$ cat config.mk
export PLATFORM = sky130hd
export DESIGN_NAME = cipher_word_packer
export DESIGN_NICKNAME = d
export VERILOG_FILES = /design/src/rtl/cipher_word_packer.sv
export SDC_FILE = /design/constraint.sdc
export NUM_CORES = 1
export LEC_CHECK = 0
export BUFFER_PORTS_ARGS = -buffer_cell sky130_fd_sc_hd__buf_2
export CAP_MARGIN = 20
export CORE_ASPECT_RATIO = 0.6
export CORE_MARGIN = 10
export CORE_UTILIZATION = 35
export CTS_CLUSTER_DIAMETER = 60
export DETAILED_ROUTE_END_ITERATION = 10
export MAX_ROUTING_LAYER = met4
export PLACE_DENSITY = 0.48
export SLEW_MARGIN = 20
export SYNTH_ARGS = -nofsm -noshare
export SYNTH_HDL_FRONTEND = slang
export SYNTH_SLANG_ARGS = --single-unit
$ cat constraint.sdc
create_clock -name clk -period 7.25 [get_ports clk]
set_input_delay 0.725 -clock clk [delete_from_list [all_inputs] [get_ports clk]]
set_output_delay 0.725 -clock clk [all_outputs]
set_load 0.05 [all_outputs]
$ cat src/rtl/cipher_word_packer.sv
// Packs a ciphertext byte stream into little-endian words with byte-valid masks and buffers them
// in a first-word-fall-through FIFO with a valid/ready output and a sticky overflow flag.
module cipher_word_packer #(
    parameter int unsigned WORD_BYTES = 4,
    parameter int unsigned FIFO_DEPTH = 8
) (
    input  logic                            clk,
    input  logic                            rst,
    input  logic [7:0]                      din,
    input  logic                            din_valid,
    input  logic                            flush,
    output logic [8*WORD_BYTES-1:0]         word_out,
    output logic [WORD_BYTES-1:0]           word_be,
    output logic                            word_valid,
    input  logic                            word_ready,
    output logic                            overflow,
    output logic [$clog2(FIFO_DEPTH+1)-1:0] fifo_level
);

    localparam int unsigned CW = $clog2(WORD_BYTES);
    localparam int unsigned PW = $clog2(FIFO_DEPTH);
    localparam int unsigned LW = $clog2(FIFO_DEPTH + 1);
    localparam int unsigned WW = 8 * WORD_BYTES;

    logic [CW-1:0]         cnt_q, cnt_d;
    logic [WW-1:0]         acc_q, acc_d, asm_word;
    logic [CW:0]           held;
    logic [WORD_BYTES-1:0] asm_be;
    logic                  push, pop, full, push_ok;
    logic [WW-1:0]         mem_word [FIFO_DEPTH];
    logic [WORD_BYTES-1:0] mem_be   [FIFO_DEPTH];
    logic [PW-1:0]         wptr_q, rptr_q;
    logic [LW-1:0]         level_q, level_d;
    logic                  overflow_q;

    // Word under assembly, including this edge's byte; held counts bytes after inclusion.
    always_comb begin
        asm_word = acc_q;
        for (int k = 0; k < WORD_BYTES; k++) begin
            if (din_valid && cnt_q == CW'(k)) begin
                asm_word[8*k +: 8] = din;
            end
        end
        held = {1'b0, cnt_q} + {{CW{1'b0}}, din_valid};
        for (int k = 0; k < WORD_BYTES; k++) begin
            asm_be[k] = (k < int'(held));
        end
        push = (din_valid && cnt_q == CW'(WORD_BYTES - 1)) || (flush && held != '0);
        cnt_d = cnt_q;
        acc_d = acc_q;
        if (push) begin
            cnt_d = '0;
            acc_d = '0;
        end else if (din_valid) begin
            cnt_d = cnt_q + CW'(1);
            acc_d = asm_word;
        end
    end

    assign word_valid = (level_q != '0);
    assign full       = (level_q == LW'(FIFO_DEPTH));
    assign pop        = word_valid && word_ready;
    // A full FIFO still accepts a word when the head leaves on the same edge.
    assign push_ok    = push && (!full || pop);

    always_comb begin
        level_d = level_q;
        if (push_ok && !pop) begin
            level_d = level_q + LW'(1);
        end else if (pop && !push_ok) begin
            level_d = level_q - LW'(1);
        end
    end

    always_ff @(posedge clk or posedge rst) begin
        if (rst) begin
            cnt_q      <= '0;
            acc_q      <= '0;
            wptr_q     <= '0;
            rptr_q     <= '0;
            level_q    <= '0;
            overflow_q <= 1'b0;
        end else begin
            cnt_q   <= cnt_d;
            acc_q   <= acc_d;
            level_q <= level_d;
            if (push_ok) begin
                wptr_q <= wptr_q + PW'(1);
            end
            if (pop) begin
                rptr_q <= rptr_q + PW'(1);
            end
            if (push && !push_ok) begin
                overflow_q <= 1'b1;
            end
        end
    end

    always_ff @(posedge clk) begin
        if (push_ok) begin
            mem_word[wptr_q] <= asm_word;
            mem_be[wptr_q]   <= asm_be;
        end
    end

    assign word_out   = word_valid ? mem_word[rptr_q] : '0;
    assign word_be    = word_valid ? mem_be[rptr_q] : '0;
    assign overflow   = overflow_q;
    assign fifo_level = level_q;

endmodule
==> results of run 1 <==
## worst max path at each step
| stage | from | endpoint | slack, ps | cells after the start |
|---|---|---|---|---|
| finish | rptr_q[0] | word_out[18] | 3130 | 4 |
| global route | rptr_q[0] | word_out[16] | 2840 | 4 |
| CTS | rptr_q[0] | word_out[16] | 2970 | 4 |
| detailed placement | din_valid | fifo_level[3] | 3380 | 13 |
| global placement | din_valid | fifo_level[3] | 3500 | 13 |
| floorplan | din_valid | mem_be[0][0] | 1690 | 6 |
## final cells by class
cell class / count / area share (%)
multi-input combinational: 263 / 20.9
timing repair buffer: 70 / 2.60
tap: 504 / 4.21
sequential: 333 / 65.2
inverter: 8 / 0.200
clock buffer: 48 / 6.17
clock inverter: 12 / 0.743
antenna: 1 / 0.0167
## metal layers
layer / wire, µm / part of all wire [%]
met5: 0 / 0
met4: 494 / 1.7
met3: 1410 / 4.8
met2: 13700 / 46
met1: 14000 / 47
## flip-flops by register name (all words and copies together) (netlist names)
signal,flops
acc_q,32
mem_word,256
wptr_q,3
fifo_level,4
cnt_q,2
overflow,1
mem_be,32
rptr_q,3
## kinds of logic (layout without fill, tap and decap cells)
family / after synthesis / in the layout / synth area share (%)
compound gates: 48 / 48 / 3.10
xor+xnor: 7 / 7 / 0.469
fa+ha+maj: 13 / 13 / 1.30
buf+inv: 39 / 138 / 1.72
flops: 333 / 333 / 74.8
mux: 100 / 100 / 14.8
other cells: 0 / 1 / 0
simple gates: 95 / 95 / 3.81
## cells in the mapped netlist, types with 2 or more instances
library cell / n / area share [%]
edfxtp_1: 288 / 66
o221ai_1: 2 / 0.13
a21oi_1: 4 / 0.15
xnor2_1: 7 / 0.47
nand2b_1: 4 / 0.19
buf_6: 9 / 0.78
or3_1: 2 / 0.096
nand2_1: 32 / 0.92
dfrtp_1: 45 / 8.6
clkbuf_1: 13 / 0.37
a22o_1: 36 / 2.4
nand3_1: 4 / 0.15
nor2_1: 7 / 0.20
buf_2: 9 / 0.34
and2_1: 32 / 1.5
mux2_2: 27 / 2.3
mux4_2: 72 / 12
nand3b_1: 3 / 0.17
nor3_1: 5 / 0.19
ha_1: 12 / 1.1
inv_1: 8 / 0.23
## power groups by stage
stage / logic [W] / clock network [W] / registers (W)
after global routing: 0.00289 / 0.00179 / 0.00282
after detailed placement: 0.00274 / 0 / 0.00282
after global placement: 0.00269 / 0 / 0.00280
after CTS: 0.00275 / 0.00171 / 0.00278
after floorplan: 0.00208 / 0 / 0.00275
final: 0.00268 / 0.00166 / 0.00277
## tightest hold or removal path: stages
cell and delay, ps:
buf_2 100, inv_2 30, buf_4 520
## metrics by stage
stage	util (%)	setup slack (ps)	hold WS, ps
after floorplan	-	1690	453
after global placement	38.1	3500	438
after detailed placement	38.1	3380	452
after CTS	40.9	2970	383
after global routing	40.9	2840	425
final	40.9	3130	367
==> flow_metrics.py, run 1 <==
metrics = {
    "outcome": {
        "status": "finished, final reports clean",
    },
    "sta": {
        "finClkSkew_ps": 25.7,
        "maxSlewViolCount": 0,
        "relSlewSlack_pct": 34.6,
        "finalSetupViolations": 0,
        "tightest_slew_ps": 981,
        "fin_tns_setup_ps": 0,
        "period_share_pct": 56.9,
        "hold_violations": 0,
        "min_period_ps": 4120,
        "grt_setup_unrepaired": "no",
        "max_freq_ghz": 0.242,
    },
    "synthesis": {
        "async_flop_share_pct": 13.5,
        "synth_edf_count": 288,
        "yosys_most_used_dff": "edfxtp_1",
        "yosysUniqueCellTypes": 35,
        "synth_area_um2": 13100,
        "yosys_warnings": 0,
        "synth_fp_nets": 661,
        "ys_seq_elements": 333,
        "synthCells": 635,
        "seq_area_frac_synth_pct": 74.8,
        "syn_area_per_cell_um2": 20.6,
    },
    "placement": {
        "place_inst": 1178,
        "place_congestion": 0.705,
        "io_buffers": 54,
        "dp_hpwl_um": 16900,
        "place_area_um2": 14000,
    },
    "worst_setup_path": {
        "worst_setup_path_start_kind": "flip-flop",
        "crit_buf_inv": 2,
        "critPathKind": "flip-flop to primary output",
        "crit_path_top_delay_cell": "buf_4",
        "worstRegToRegCells": 12,
        "worst_ep_required_time_ps": 6520,
        "slowest_delay_ps": 880,
        "regToRegSetupSlack_ps": 3810,
        "cp_max_fo": 46,
        "end_kind": "primary output",
        "reg2reg_from": "cnt_q[0]",
        "cp_top_family": "buffers and inverters",
        "r2r_end": "fifo_level[3]",
        "cp.arrival_ps": 3400,
        "crit_chain": "buf_4, mux4_2, a22o_1, buf_2",
    },
    "power_and_ir_drop": {
        "pwr_density_cell_nw_per_um2": 475,
        "p_leak_nw": 5.23,
        "ir_worst_vdd_mv": 0.214,
        "intPower_w": 0.00445,
        "power_frac_comb_pct": 37.7,
        "swShare_pct": 37.6,
        "p_switching_w": 0.00268,
        "pwr-share-seq_pct": 39.0,
        "pwr-share-clk_pct": 23.4,
        "power.total_w": 0.00712,
    },
    "clock_tree": {
        "cts_hold_buf": 0,
        "cts_buffer_depth": 3,
        "cts_resized": 0,
        "path_clk_slew_ps": 60,
        "clkLatencyLatePin_ps": 530,
        "post_cts_buffers": 0,
        "cts_tree": "yes",
        "cts_max_level": 2,
        "cts_sinks": 333,
        "cts_buffers": 34,
        "clockRootBuffer": "clkbuf_16",
    },
    "layout": {
        "area.growth.synth_to_final_pct": 14.7,
        "multi_input_area_um2": 3130,
        "drive_above_1_share_pct": 31.1,
        "instances_no_fill": 1239,
        "final_common_cell": "edfxtp_1",
        "layout_common_cells": "edfxtp_1, mux4_2, buf_2",
        "seqCellArea_um2": 9780,
        "fill_cells": 3273,
        "design_area_um2": 15000,
        "fin_nets": 736,
    },
    "grt": {
        "use_met1_pct": 18.0,
        "grtUsageMet3_pct": 2.56,
        "grt_overflow": 0,
        "grt_pass1_wl_um": 45000,
        "use_met2_pct": 21.2,
        "grt_pass1_vias": 6953,
        "track_usage_pct": 13.5,
        "antenna_found_initial": 1,
        "top_usage_layer": "met2",
        "grt_max_degree": 47,
    },
    "die": {
        "core_um2": 36600,
        "fp.dieW_um": 269,
        "rows": 54,
        "top_level_ports": 55,
        "dieArea_um2": 45700,
        "start_util_pct": 35.7,
        "dieHeight_um": 170,
    },
    "route": {
        "drt-initial-drc-count": 403,
        "ant_nets": 0,
        "wire_per_inst_um": 23.9,
        "firstDrtPassIters": 5,
        "wl_um": 29600,
        "drc": 0,
        "vias_per_cell": 5.05,
        "num_vias": 6262,
    },
    "hold_path": {
        "hold_class": "input pin to async pin",
    },
    "flow_run": {
        "maxCapViolCount": 0,
    },
}
(Power assumes the default switching activity.)
==> inputs of run 2 (changes only) <==
PLACE_DENSITY = 0.5   (was 0.48)
clock period = 3.7 ns   (was 7.25 ns; I/O delays follow)
==> flow_metrics.py, run 2 (synthesized netlist as in run 1, its figures left out) <==
metrics = {
    "layout": {
        "reg_top3": "mem_word (256), acc_q (32), mem_be (32)",
        "fill_cells": 3303,
        "utilization_pct": 41.1,
        "regMostFlops": "mem_word",
        "seqCellArea_um2": 9780,
        "multi_input_area_um2": 3140,
        "layout_common_cells": "edfxtp_1, mux4_2, buf_2",
        "antennaDiodeCount": 0,
        "final_common_cell": "edfxtp_1",
        "largest_register_ffs": 256,
        "drive_above_1_share_pct": 31.5,
        "area.growth.synth_to_final_pct": 15.2,
        "fin_nets": 736,
    },
    "die": {
        "dieHeight_um": 170,
        "rows": 54,
        "dieArea_um2": 45700,
        "fp.dieW_um": 269,
        "start_util_pct": 35.7,
        "core_um2": 36600,
        "top_level_ports": 55,
    },
    "clock_tree": {
        "clockRootBuffer": "clkbuf_16",
        "cts_sinks": 333,
        "clkLatencyLatePin_ps": 560,
        "cts_buffer_depth": 3,
        "cts_buffers": 30,
        "cts_hold_buf": 0,
        "cts_tree": "yes",
        "path_clk_slew_ps": 70,
        "cts_max_level": 1,
        "cts_resized": 0,
        "post_cts_buffers": 0,
    },
    "route": {
        "ant_nets": 0,
        "wl_um": 29500,
        "num_vias": 6249,
        "firstDrtPassIters": 5,
        "drc": 0,
        "wire_per_inst_um": 23.8,
        "drt-initial-drc-count": 413,
        "vias_per_cell": 5.05,
    },
    "grt": {
        "grt_pass1_wl_um": 44500,
        "antenna_found_initial": 0,
        "track_usage_pct": 13.3,
        "grt_overflow": 0,
        "grt_pass1_vias": 6812,
        "grt_max_degree": 72,
    },
    "sta": {
        "grt_setup_unrepaired": "no",
        "finalWorstSetupSlack_ps": 483,
        "max_freq_ghz": 0.311,
        "whs_ps": 125,
        "relSlewSlack_pct": 41.1,
        "period_share_pct": 86.9,
        "finalSetupViolations": 0,
        "min_period_ps": 3220,
        "fin_tns_setup_ps": 0,
        "finClkSkew_ps": 6.72,
        "hold_violations": 0,
        "tightest_slew_ps": 883,
        "maxSlewViolCount": 0,
    },
    "worst_setup_path": {
        "end_kind": "flip-flop",
        "cp-startpoint": "cnt_q[0]",
        "worstRegToRegCells": 12,
        "critPathKind": "flip-flop to flip-flop",
        "r2r_end": "fifo_level[3]",
        "reg2reg_from": "cnt_q[0]",
        "cp.arrival_ps": 3650,
        "endpoint": "fifo_level[3]",
        "worst_setup_path_start_kind": "flip-flop",
        "cp_max_fo": 7,
        "regToRegSetupSlack_ps": 480,
        "worst_ep_required_time_ps": 4130,
    },
    "placement": {
        "io_buffers": 54,
        "dp_hpwl_um": 17000,
        "place_congestion": 0.721,
        "post-place-ws_ps": 397,
    },
    "hold_path": {
        "hold_depth": 3,
        "hold_class": "input pin to flip-flop",
        "min-delay-start": "word_ready",
    },
    "power_and_ir_drop": {
        "ir_worst_vdd_mv": 0.513,
        "power.total_w": 0.0139,
        "p_leak_nw": 5.25,
        "pwr_density_cell_nw_per_um2": 923,
    },
    "flow_run": {
        "maxCapViolCount": 0,
    },
    "outcome": {
        "status": "finished, final reports clean",
    },
}
[run 2: power breakdown]
part | internal (W) | total (W) | switching (W)
Clock | 0.00174 | 0.00306 | 0.00132
Sequential | 0.00505 | 0.00538 | 0.000326
Combinational | 0.00186 | 0.00546 | 0.00360
[run 2: how the worst min path moves through the flow]
stage                           end  slack, ps
after floorplan           acc_q[24]        450
after global placement    acc_q[31]        470
after detailed placement  acc_q[31]        470
after CTS                 wptr_q[0]         90
after global routing      rptr_q[2]        140
final                     rptr_q[2]        130
[run 2: per-stage QoR]
| stage | instance area (µm²) | instances |
|---|---|---|
| 6_report | 15100 | 1238 |
| 5_1_grt | 15100 | 1238 |
| 4_1_cts | 15000 | 1237 |
| 3_5_place_dp | 14100 | 1181 |
| 3_3_place_gp | 14100 | 1181 |
| 2_1_floorplan | 13100 | 635 |
[run 2: layout make-up]
class	instances	area share [%]
clock inverters	17	1.04
flip-flops and latches	333	65.0
well taps	504	4.19
inverters	8	0.208
clock buffers	39	5.35
multi-input cells	263	20.9
repair buffers	74	3.39
[run 2: metal layers]
| metal | global-route usage (%) | part of all wire [%] |
|---|---|---|
| met2 | 19.8 | 46 |
| met5 | - | 0 |
| met1 | 18.9 | 47 |
| met4 | 2.51 | 1.3 |
| met3 | 2.50 | 5.9 |
[run 2: worst max-delay path: stages (launching register included)]
cell and delay (ps):
dfrtp_1 440, ha_1 200, inv_1 50, ha_1 280, o31a_1 380, o22ai_2 200
inv_1 70, ha_1 250, inv_1 160, ha_1 310, or4_1 530, nand3_1 120
o211ai_1 90
